`src/rtl/cra_diag_pkg.sv`:
```
// -----------------------------------------------------------------------------
// cra_diag_pkg
// Shared definitions for the CRAM-address diagnostic initiator:
//   - tCraDiagOp     : request opcode (LOAD_ADR / READ_CRADR / READ_SBR / READ_STATUS)
//   - tCraDiagState  : sequencer FSM states
//   - diagnostic function codes (octal) and the timer width
//   - helpers that map (op, phase) to the EBUS function code and write data
// EBUS vectors use big-endian numbering: bit 0 is the most significant bit.
// -----------------------------------------------------------------------------
package cra_diag_pkg;

  typedef enum logic [1:0] {
    OP_LOAD_ADR    = 2'd0,
    OP_READ_CRADR  = 2'd1,
    OP_READ_SBR    = 2'd2,
    OP_READ_STATUS = 2'd3
  } tCraDiagOp;

  typedef enum logic [2:0] {
    ST_IDLE   = 3'd0,
    ST_ARB    = 3'd1,
    ST_SETUP  = 3'd2,
    ST_STROBE = 3'd3,
    ST_HOLD   = 3'd4,
    ST_SETTLE = 3'd5,
    ST_DONE   = 3'd6
  } tCraDiagState;

  localparam logic [0:6] DIAG_LDAR_LO  = 7'o051;  // loads CRA address bits 5:10
  localparam logic [0:6] DIAG_LDAR_HI  = 7'o052;  // loads CRA address bits 0:4
  localparam logic [0:6] DIAG_READ_CRA = 7'o140;  // base of the 14X read group

  // Wide enough for the largest timeout count (255).
  localparam int TIMER_W = 8;

  // Phase 0 is the first EBUS transaction of a request, phase 1 the second.
  // Reads: 140/141 status, 142/143 SBR, 144/145 CRADR.
  function automatic logic [0:6] diag_func_code(input tCraDiagOp op, input logic phase);
    logic [0:6] code;
    case (op)
      OP_LOAD_ADR:   code = phase ? DIAG_LDAR_LO : DIAG_LDAR_HI;
      OP_READ_CRADR: code = DIAG_READ_CRA | 7'o004 | {6'b0, phase};
      OP_READ_SBR:   code = DIAG_READ_CRA | 7'o002 | {6'b0, phase};
      default:       code = DIAG_READ_CRA | {6'b0, phase};
    endcase
    return code;
  endfunction

  // Write data for LOAD_ADR: phase 0 puts adr[0:4] on data[1:5] (func 052),
  // phase 1 puts adr[5:10] on data[0:5] (func 051). All other bits are 0.
  function automatic logic [0:35] diag_wr_data(input logic [0:10] adr, input logic phase);
    logic [0:35] d;
    d = '0;
    if (!phase) begin
      d[1:5] = adr[0:4];
    end else begin
      d[0:5] = adr[5:10];
    end
    return d;
  endfunction

endpackage

```
`src/rtl/cra_diag_master_timer.sv`:
```
// -----------------------------------------------------------------------------
// diag_cycle_timer
// Loadable down-counter with a zero flag. Shared by the strobe width, the read
// settle time and (optionally) the arbitration timeout. Loading N-1 on entry to
// a timed state makes o_zero assert on that state's N-th cycle.
// Ports:
//   i_clk       clock
//   i_rst_n     asynchronous active-low reset
//   i_load      load i_load_val (has priority over i_dec)
//   i_load_val  value to load
//   i_dec       decrement; saturates at zero
//   o_zero      count is zero
// -----------------------------------------------------------------------------
module diag_cycle_timer
  import cra_diag_pkg::*;
#(
  parameter int W = TIMER_W
) (
  input  logic         i_clk,
  input  logic         i_rst_n,
  input  logic         i_load,
  input  logic [W-1:0] i_load_val,
  input  logic         i_dec,
  output logic         o_zero
);

  logic [W-1:0] r_count;

  always_ff @(posedge i_clk or negedge i_rst_n) begin
    if (!i_rst_n) begin
      r_count <= '0;
    end else if (i_load) begin
      r_count <= i_load_val;
    end else if (i_dec && (r_count != '0)) begin
      r_count <= r_count - 1'b1;
    end
  end

  assign o_zero = (r_count == '0);

endmodule

```
`src/rtl/cra_diag_master.sv`:
```
// -----------------------------------------------------------------------------
// cra_diag_master
// Front-end EBUS diagnostic initiator for the CRAM address sequencer. A request
// is split into two EBUS diagnostic transactions (write 052/051 for LOAD_ADR,
// read 14X pairs otherwise) and the two halves are merged into rspData.
//
// Optional feature macro: CRA_DIAG_TIMEOUT_EN
//   defined   - ARB gives up after TIMEOUT_CYCLES without ebusGrant (rspErr=1)
//   undefined - ARB waits for ebusGrant indefinitely, no timeout counting
//
// Ports:
//   eboxClk, eboxResetN          clock, asynchronous active-low reset
//   reqValid/reqReady/reqOp/reqAdr  request handshake (accepted in IDLE only)
//   rspValid/rspData/rspErr      one-cycle response pulse, data held after
//   ebusReq/ebusGrant            EBUS ownership handshake
//   diagFunc/diagStrobe          diagnostic function code and write strobe
//   ebusDriving/ebusDataOut      EBUS data drive enable and value
//   ebusDataIn                   EBUS data sampled on reads (bits 0:5 used)
// -----------------------------------------------------------------------------
module cra_diag_master
  import cra_diag_pkg::*;
#(
  parameter int STROBE_CYCLES  = 2,
  parameter int SETTLE_CYCLES  = 3,
  parameter int TIMEOUT_CYCLES = 255
) (
  input  logic        eboxClk,
  input  logic        eboxResetN,
  input  logic        reqValid,
  output logic        reqReady,
  input  logic [1:0]  reqOp,
  input  logic [0:10] reqAdr,
  output logic        rspValid,
  output logic [0:11] rspData,
  output logic        rspErr,
  output logic        ebusReq,
  input  logic        ebusGrant,
  output logic [0:6]  diagFunc,
  output logic        diagStrobe,
  output logic        ebusDriving,
  output logic [0:35] ebusDataOut,
  input  logic [0:35] ebusDataIn
);

  localparam logic [TIMER_W-1:0] L_STROBE_LD = TIMER_W'(STROBE_CYCLES - 1);
  localparam logic [TIMER_W-1:0] L_SETTLE_LD = TIMER_W'(SETTLE_CYCLES - 1);

  tCraDiagState r_state;
  tCraDiagOp    r_op;
  logic [0:10]  r_adr;
  logic         r_phase;
  logic [0:5]   r_half1;
  logic         r_reqReady;
  logic         r_rspValid;
  logic         r_rspErr;
  logic [0:11]  r_rspData;
  logic         r_ebusReq;
  logic [0:6]   r_diagFunc;
  logic         r_diagStrobe;
  logic         r_ebusDriving;
  logic [0:35]  r_ebusDataOut;

  logic               w_wr;
  logic               w_in_xfer;
  logic               w_tmr_load;
  logic [TIMER_W-1:0] w_tmr_val;
  logic               w_tmr_dec;
  logic               w_tmr_zero;
  logic               w_unused;

  assign w_wr      = (r_op == OP_LOAD_ADR);
  // States in which ownership must be kept; losing the grant here aborts.
  assign w_in_xfer = (r_state == ST_SETUP) || (r_state == ST_STROBE) ||
                     (r_state == ST_HOLD)  || (r_state == ST_SETTLE);

  // Only ebusDataIn[0:5] carries diagnostic read data.
  assign w_unused = ^ebusDataIn[6:35];

  // Timer control: loaded in the cycle before a timed state so that the zero
  // flag marks the last cycle of that state.
  always_comb begin
    w_tmr_load = 1'b0;
    w_tmr_val  = '0;
    w_tmr_dec  = 1'b0;
    case (r_state)
`ifdef CRA_DIAG_TIMEOUT_EN
      ST_IDLE: begin
        w_tmr_load = 1'b1;
        w_tmr_val  = TIMER_W'(TIMEOUT_CYCLES - 1);
      end
      ST_ARB: w_tmr_dec = 1'b1;
`endif
      ST_SETUP: begin
        w_tmr_load = 1'b1;
        w_tmr_val  = w_wr ? L_STROBE_LD : L_SETTLE_LD;
      end
      ST_STROBE, ST_SETTLE: w_tmr_dec = 1'b1;
      default: ;
    endcase
  end

`ifndef CRA_DIAG_TIMEOUT_EN
  logic w_unused_tmo;
  assign w_unused_tmo = (TIMEOUT_CYCLES > 0);
`endif

  diag_cycle_timer #(.W(TIMER_W)) u_timer (
    .i_clk      (eboxClk),
    .i_rst_n    (eboxResetN),
    .i_load     (w_tmr_load),
    .i_load_val (w_tmr_val),
    .i_dec      (w_tmr_dec),
    .o_zero     (w_tmr_zero)
  );

  always_ff @(posedge eboxClk or negedge eboxResetN) begin
    if (!eboxResetN) begin
      r_state       <= ST_IDLE;
      r_op          <= OP_LOAD_ADR;
      r_adr         <= '0;
      r_phase       <= 1'b0;
      r_half1       <= '0;
      r_reqReady    <= 1'b1;
      r_rspValid    <= 1'b0;
      r_rspErr      <= 1'b0;
      r_rspData     <= '0;
      r_ebusReq     <= 1'b0;
      r_diagFunc    <= '0;
      r_diagStrobe  <= 1'b0;
      r_ebusDriving <= 1'b0;
      r_ebusDataOut <= '0;
    end else begin
      r_rspValid <= 1'b0;
      if (w_in_xfer && !ebusGrant) begin
        // Grant lost: release the bus on this edge, report error, keep rspData.
        r_state       <= ST_DONE;
        r_rspValid    <= 1'b1;
        r_rspErr      <= 1'b1;
        r_ebusReq     <= 1'b0;
        r_diagFunc    <= '0;
        r_diagStrobe  <= 1'b0;
        r_ebusDriving <= 1'b0;
        r_ebusDataOut <= '0;
      end else begin
        case (r_state)
          ST_IDLE: begin
            r_rspErr <= 1'b0;
            if (reqValid) begin
              r_op       <= tCraDiagOp'(reqOp);
              r_adr      <= reqAdr;
              r_phase    <= 1'b0;
              r_reqReady <= 1'b0;
              r_ebusReq  <= 1'b1;
              r_state    <= ST_ARB;
            end
          end
          ST_ARB: begin
            if (ebusGrant) begin
              r_state       <= ST_SETUP;
              r_diagFunc    <= diag_func_code(r_op, 1'b0);
              r_ebusDriving <= w_wr;
              r_ebusDataOut <= w_wr ? diag_wr_data(r_adr, 1'b0) : '0;
            end
`ifdef CRA_DIAG_TIMEOUT_EN
            else if (w_tmr_zero) begin
              r_state    <= ST_DONE;
              r_rspValid <= 1'b1;
              r_rspErr   <= 1'b1;
              r_ebusReq  <= 1'b0;
            end
`endif
          end
          ST_SETUP: begin
            if (w_wr) begin
              r_state      <= ST_STROBE;
              r_diagStrobe <= 1'b1;
            end else begin
              r_state <= ST_SETTLE;
            end
          end
          ST_STROBE: begin
            if (w_tmr_zero) begin
              r_state      <= ST_HOLD;
              r_diagStrobe <= 1'b0;
            end
          end
          ST_HOLD: begin
            if (!r_phase) begin
              r_phase       <= 1'b1;
              r_state       <= ST_SETUP;
              r_diagFunc    <= diag_func_code(r_op, 1'b1);
              r_ebusDataOut <= diag_wr_data(r_adr, 1'b1);
            end else begin
              r_state       <= ST_DONE;
              r_rspValid    <= 1'b1;
              r_rspData     <= {1'b0, r_adr};
              r_ebusReq     <= 1'b0;
              r_diagFunc    <= '0;
              r_ebusDriving <= 1'b0;
              r_ebusDataOut <= '0;
            end
          end
          ST_SETTLE: begin
            if (w_tmr_zero) begin
              if (!r_phase) begin
                r_half1    <= ebusDataIn[0:5];
                r_phase    <= 1'b1;
                r_state    <= ST_SETUP;
                r_diagFunc <= diag_func_code(r_op, 1'b1);
              end else begin
                // Second read supplies the high half, first read the low half.
                r_state    <= ST_DONE;
                r_rspValid <= 1'b1;
                r_rspData  <= {ebusDataIn[0:5], r_half1};
                r_ebusReq  <= 1'b0;
                r_diagFunc <= '0;
              end
            end
          end
          ST_DONE: begin
            r_state    <= ST_IDLE;
            r_reqReady <= 1'b1;
          end
          default: r_state <= ST_IDLE;
        endcase
      end
    end
  end

  assign reqReady    = r_reqReady;
  assign rspValid    = r_rspValid;
  assign rspData     = r_rspData;
  assign rspErr      = r_rspErr;
  assign ebusReq     = r_ebusReq;
  assign diagFunc    = r_diagFunc;
  assign diagStrobe  = r_diagStrobe;
  assign ebusDriving = r_ebusDriving;
  assign ebusDataOut = r_ebusDataOut;

endmodule
```
`config.mk`:
```
export PLATFORM = sky130hd
export DESIGN_NAME = cra_diag_master
export DESIGN_NICKNAME = d
export VERILOG_FILES = /design/src/rtl/cra_diag_pkg.sv /design/src/rtl/cra_diag_master_timer.sv /design/src/rtl/cra_diag_master.sv
export SDC_FILE = /design/constraint.sdc
export NUM_CORES = 1
export LEC_CHECK = 0
export ABC_AREA = 1
export ABC_CLOCK_PERIOD_IN_PS = 4800
export CAP_MARGIN = 20
export CORE_MARGIN = 3
export CORE_UTILIZATION = 40
export CTS_CLUSTER_DIAMETER = 30
export CTS_CLUSTER_SIZE = 14
export DETAILED_ROUTE_END_ITERATION = 12
export DONT_BUFFER_PORTS = 1
export GPL_TIMING_DRIVEN = 1
export PLACE_DENSITY = 0.62
export SYNTH_ARGS = -nofsm -noshare
export SYNTH_HDL_FRONTEND = slang
export SYNTH_HIERARCHICAL = 1
export SYNTH_SLANG_ARGS = --single-unit
```
`constraint.sdc`:
```
create_clock -name eboxClk -period 4.8 [get_ports eboxClk]
set_clock_uncertainty 0.05 [all_clocks]
set_input_delay 0.24 -clock eboxClk [delete_from_list [all_inputs] [get_ports eboxClk]]
set_output_delay 0.24 -clock eboxClk [all_outputs]
set_load 0.01 [all_outputs]
```
Yosys cells after proc, flatten, opt, wreduce, memory -nomap -nowiden --
Cells that the tools add are included. Widths: inputs -> output; s select.
Word-level totals: register bits 92, input bits 53, output and inout bits 61, logic and storage cells 120
Operators by class: $add $sub $neg 1, eq/ne operators 18, multiplexer cells 53, bitwise gates (word level) 2, reduce and logical (&&, ||, !) cells 31
Operators with widths (number):
- $mux 36 | 3
- $pmux 36 s2 | 1
- $pmux 7 s3 | 3
- $mux 12 | 3
- $mux 35 | 1
- $mux 7 | 4
- $pmux 12 s2 | 1
- $mux 3 | 7
- $mux 1 | 19
- $pmux 3 s6 | 1
- $reduce_and 3->1 | 6
- $mux 8 | 2
- $reduce_and 4->1 | 3
- $eq 3x3->1 const B | 3
- $reduce_bool 3->1 | 3
- $logic_not 8->1 | 1
- $pmux 1 s2 | 4
- $reduce_bool 2->1 | 4
- $reduce_bool 4->1 | 2
- $reduce_bool 8->1 | 1
- $sub 8x1->8 const B | 1
- $eq 3x2->1 const B | 2
- $ne 2x2->1 const B | 3
- $ne 3x1->1 const B | 2
- other kinds (17) | 25

Longest topological paths before layout --
depth after elaboration 7, gate-level depth with buffers 12, mapped depth without buffers 12

Cells and area by module --
Netlist, hierarchy kept.
Modules (own cells, without submodules):
- cra_diag_master | instances 1, cells each 361, area each 2879.0 um^2, sequential area each 1327.5 um^2
- diag_cycle_timer | instances 1, cells each 93, area each 596.8 um^2, sequential area each 200.2 um^2

Worst setup path after synthesis --
OpenSTA, ideal clock, no wires.
kind register -> register, from register u_timer.r_count[0], to register r_ebusReq, in the netlist ebusReq, setup time 0.123 ns, arrival 1.635 ns, data required time 4.627 ns, path slack 2.992 ns, stages on the path, launching flop included 12, path buffers 0, period minus slack after synthesis 1.808 ns, cells stage by stage dfrtp_1 inv_1 ha_1 nand2_1 nor2_1 inv_1 nand2_1 nor2_4 inv_1 nand2_1 o21ai_0 nand2_1
Between the ends: word-level cells in the longest chain between the ends 3
RTL lines:
- start: declaration | line cra_diag_master_timer.sv:27 | logic [W-1:0] r_count;
- start signal: assignment | line cra_diag_master_timer.sv:33 | r_count <= i_load_val;
- start signal: assignment | line cra_diag_master_timer.sv:35 | r_count <= r_count - 1'b1;
- $logic_not 8->1 | line cra_diag_master_timer.sv:39 | assign o_zero = (r_count == '0);
- via w_tmr_zero | line cra_diag_master.sv:68 | logic w_tmr_zero;
- $ne 3x1->1 (no source line)
- $reduce_and 3->1 (no source line)
- end signal: assignment | line cra_diag_master.sv:127 | r_ebusReq <= 1'b0;
- end signal: assignment | line cra_diag_master.sv:139 | r_ebusReq <= 1'b0;
- end signal: assignment | line cra_diag_master.sv:153 | r_ebusReq <= 1'b1;
- end: declaration | line cra_diag_master.sv:57 | logic r_ebusReq;
The timed path passes the listed nets, and every way through them passes these cells. A chain may end at the register's enable or synchronous reset.

Worst setup path in the final report --
from register r_state[1], to register r_state[1]
Between the ends: word-level cells in the longest chain between the ends 7, elaborated cells on any way between the ends 17, classes of those cells 9 x eq/ne; 2 x mux; 6 x reduce/logical
RTL lines:
- start: declaration | line cra_diag_master.sv:48 | tCraDiagState r_state;
- start signal: assignment | line cra_diag_master.sv:118 | r_state <= ST_IDLE;
- start signal: assignment | line cra_diag_master.sv:136 | r_state <= ST_DONE;
- start signal: assignment | line cra_diag_master.sv:154 | r_state <= ST_ARB;
- $eq 3x2->1 | line cra_diag_master.sv:73, cra_diag_master.sv:145
- $logic_or 1x1->1 (2 in series) | line cra_diag_master.sv:73 | assign w_in_xfer = (r_state == ST_SETUP) || (r_state == ST_STROBE) ||
- $logic_or 1x1->1 | line cra_diag_master.sv:74 | (r_state == ST_HOLD) || (r_state == ST_SETTLE);
- $logic_and 1x1->1 | line cra_diag_master.sv:134 | if (w_in_xfer && !ebusGrant) begin
- $ne 3x1->1 (no source line) / $ne 3x3->1 (equally long branches)
- $reduce_and 4->1 (no source line)
Several ways; a longest one is shown, not always the timed one.

==> key figures <==
Outcome
  – Run status: completed

Global routing
  – First-pass GRT wire length: 12500 um
  – Global-route usage over all layers: 16.0%
  – Overflow left after global routing: 0
  – Initial antenna violation count: 0
  – Pin count of the biggest net entering global routing: 62
  – Number of global-route vias before repair: 2594

Layout
  – Area taken by flip-flops and latches: 0.00153 sq mm
  – Area added between synthesis and finish: 11.1%
  – N_diodes: 0
  – Number of nets in the finished design: 540
  – Footprint of the multi-input gates: 0.00164 sq mm
  – Final core occ: 46.3%
  – Filler cell count: 844
  – Share of cells above drive strength 1: 10.7%

Route
  – Remaining DRCs: 0
  – Total iterations of the first detailed-routing run: 4
  – Routed wire length per instance: 12.6 um
  – Count of nets left with antenna violations after detail routing: 0
  – Total number of vias: 2758
  – Initial DRC count: 143
  – Vias per cell: 4.66
  – Final WL: 7470 um

Floorplanning
  – Area of the core: 0.00834 sq mm
  – Overall die width: 99.2 um
  – Number of rows created at floorplan: 33
  – Vertical die dimension: 99.2 um
  – Area enclosed by the die boundary: 0.00984 sq mm
  – Number of I/O pins: 114
  – Starting density of the core: 41.7%

Critical path
  – Worst Reg2Reg Path Length in Cells: 11
  – Cell repeated most along the worst path: sky130_fd_sc_hd__nand2_1
  – Largest delay share family, worst path: simple AND/OR/NAND/NOR gates
  – Crit path buf inv count: 3
  – Capture point of the critical path: r_state[1]
  – Class of the most critical setup path: reg2reg
  – Stages on worst setup path: 11
  – Crit path cell chain: inv_2 -> ha_1 -> inv_1 -> nand2_1 -> nand2_1 -> nor2_4 -> inv_1 -> nand2_1 -> nor2_2 -> nand2_1 -> nand2_1
  – Worst reg2reg endpoint: r_state[1]
  – CP peak stage delay: 0.50 ns
  – Top fanout value on the critical path: 15
  – Slowest cell on the critical path: sky130_fd_sc_hd__dfrtp_1
  – Worst Path Required: 4.98 ns
  – Nature of the critical path endpoint: flop
  – Worst Setup SP: r_state[1]
  – Worst reg-to-reg setup slack: 2.49 ns
  – Worst endpoint data arrival time: 2.49 ns
  – Type of element launching the critical path: flop
  – Worst reg2reg path startpoint: r_state[1]

STA
  – Fmax achieved: 434 MHz
  – Total setup violations reported at the end of the flow: 0
  – Least-Margin Pin Slew: 0.697 ns
  – Number of hold-slack violations in the final timing report: 0
  – Post-route fraction of the period consumed by the critical path: 48.0%
  – Unrepaired setup endpoints after global routing: no
  – Max-Slew Margin vs Limit: 53.4%
  – Min cycle time layout: 2.31 ns
  – Final number of max-transition violations: 0
  – Final setup TNS: 0 ns

Clock tree
  – CTS H-tree lvls: 3
  – TritonCTS sink count: 61
  – Max Buffers Root-to-Sink: 2
  – Clock tree root driver cell: sky130_fd_sc_hd__clkbuf_8
  – Post-CTS Resized: 0
  – Clock buffers created by TritonCTS: 9
  – CTS tree: built
  – Hold-fix buffers, CTS: 19
  – Later-pin clock latency in the skew report: 0.34 ns
  – Clock transition time at the flip-flop clock pins of the worst setup and hold paths: 0.07 ns
  – Buffer count from post-CTS setup fixing: 0

Pwr
  – Max VDD drop: 0.000198 V
  – Leakage dissipation: 2.02 nW
  – Pwr per Cell Area: 667 mW/mm^2

Place
  – Number of buffers added on ports: 0
  – Dpl hpwl: 5340 um
  – Gp weighted congestion: 0.817

Logic synthesis
  – Synth area leaders: sky130_fd_sc_hd__dfrtp_1 (43%), sky130_fd_sc_hd__nand2_1 (19%), sky130_fd_sc_hd__buf_4 (6.7%)
  – Sequential share of the synthesized area: 44.0%
  – Gate Count Post-Synth: 454
  – Avg Synthesized Cell Area: 7.66 sq um
  – Portion of synthesized cell area occupied by the leading cell type: 43.2%
  – Most repeated cell in the gate-level netlist after synthesis: sky130_fd_sc_hd__nand2_1
  – Number of flops mapped to enable cells by yosys: 0
  – Distinct cell type count of the synthesized netlist: 33
  – Post-synthesis cell type with the largest combined area: sky130_fd_sc_hd__dfrtp_1
  – Yosys warning count: 6
  – Post-synthesis instance area: 0.00348 sq mm
  – Synth Flop Type: sky130_fd_sc_hd__dfrtp_1
  – Most used standard cells in the synthesized netlist: sky130_fd_sc_hd__nand2_1 (174), sky130_fd_sc_hd__dfrtp_1 (60), sky130_fd_sc_hd__inv_1 (34)
  – Fraction of synthesis flops using an asynchronous set or reset pin: 100%
  – Seq cells post-synth: 61

Worst hold path
  – Hold/Removal Path Class: in2reg

Job
  – Max cap viols: 0
## layer usage
metal,part of all wire [%],global-route usage [%],wire length (um)
met1,46,20.9,3470
met2,45,24.4,3400
met3,6.3,4.84,474
met4,1.8,7.14,132
met5,0,0,0
## sequential cells by signal, indices dropped and copies added (netlist names)
signal and cells:
rspData 12, r_adr 11, u_timer/r_count 8, diagFunc 6, ebusDataOut 6, r_half1 6
r_state 3, r_op 2, diagStrobe 1, ebusDriving 1, ebusReq 1, r_phase 1
reqReady 1, rspErr 1, rspValid 1
## cell families after synthesis
| kind of cell | count (synthesis) | synth area share [%] |
|---|---|---|
| simple gates | 260 | 33.6 |
| fa+ha+maj | 5 | 1.80 |
| other cells | 1 | 0.108 |
| flops | 61 | 44.0 |
| xor+xnor | 1 | 0.252 |
| buf+inv | 78 | 12.7 |
| compound gates | 48 | 7.60 |
## stage by stage
step                area [sq um]  hold slack (ns)  std cells  worst slack, ns  power [mW]
CTS                         3860          0.00745        592             2.49        2.60
floorplan                   3610           -0.106        490             2.99        1.89
global placement            3450           -0.103        557             2.54        2.08
global route                3860           0.0157        592             2.29        2.84
detailed placement          3450           -0.104        557             2.50        2.10
finish                      3860           0.0166        592             2.49        2.57
## cell type report
cell class	instances	area share, %
clock buffer	10	3.57
clock inverter	6	1.62
inverter	40	3.92
multi-input combinational	351	42.5
sequential	61	39.6
tap	105	3.40
timing repair buffer	19	5.38
## how the worst min path moves through the flow
stage,from,slack (ns),depth (start not counted),to
final,ebusDataIn[4],0.02,2,r_half1[4]
after global routing,ebusDataIn[5],0.02,2,r_half1[5]
after CTS,ebusDataIn[4],0.007,2,r_half1[4]
after detailed placement,eboxResetN,-0.10,0,rspData[1]
after global placement,eboxResetN,-0.10,0,rspData[0]
after floorplan,eboxResetN,-0.11,0,diagFunc[0]
## power by group
part	total [mW]	switching, mW	internal [mW]
combinational	1.14	0.761	0.378
clock	0.468	0.216	0.252
sequential	0.968	0.233	0.735
## layout by cell type, fill, tap and decap left out, types with 4 or more instances in the layout
master                          Yosys  layout
sky130_fd_sc_hd__inv_1             34      34
sky130_fd_sc_hd__nor2_2             5       5
sky130_fd_sc_hd__dlygate4sd3_1      0      18
sky130_fd_sc_hd__o21ai_0           30      30
sky130_fd_sc_hd__nor2_4             5       5
sky130_fd_sc_hd__nand2_2            5       5
sky130_fd_sc_hd__conb_1             1      37
sky130_fd_sc_hd__nand3_1           32      32
sky130_fd_sc_hd__o21ai_1           12      12
sky130_fd_sc_hd__or2_1              4       4
sky130_fd_sc_hd__clkbuf_8           0      10
sky130_fd_sc_hd__dfrtp_1           60      60
sky130_fd_sc_hd__ha_1               5       5
sky130_fd_sc_hd__nor2_1            22      22
sky130_fd_sc_hd__nand2_1          174     174
sky130_fd_sc_hd__inv_2              5       5
No activity file was read; power rests on OpenSTA's default activity.
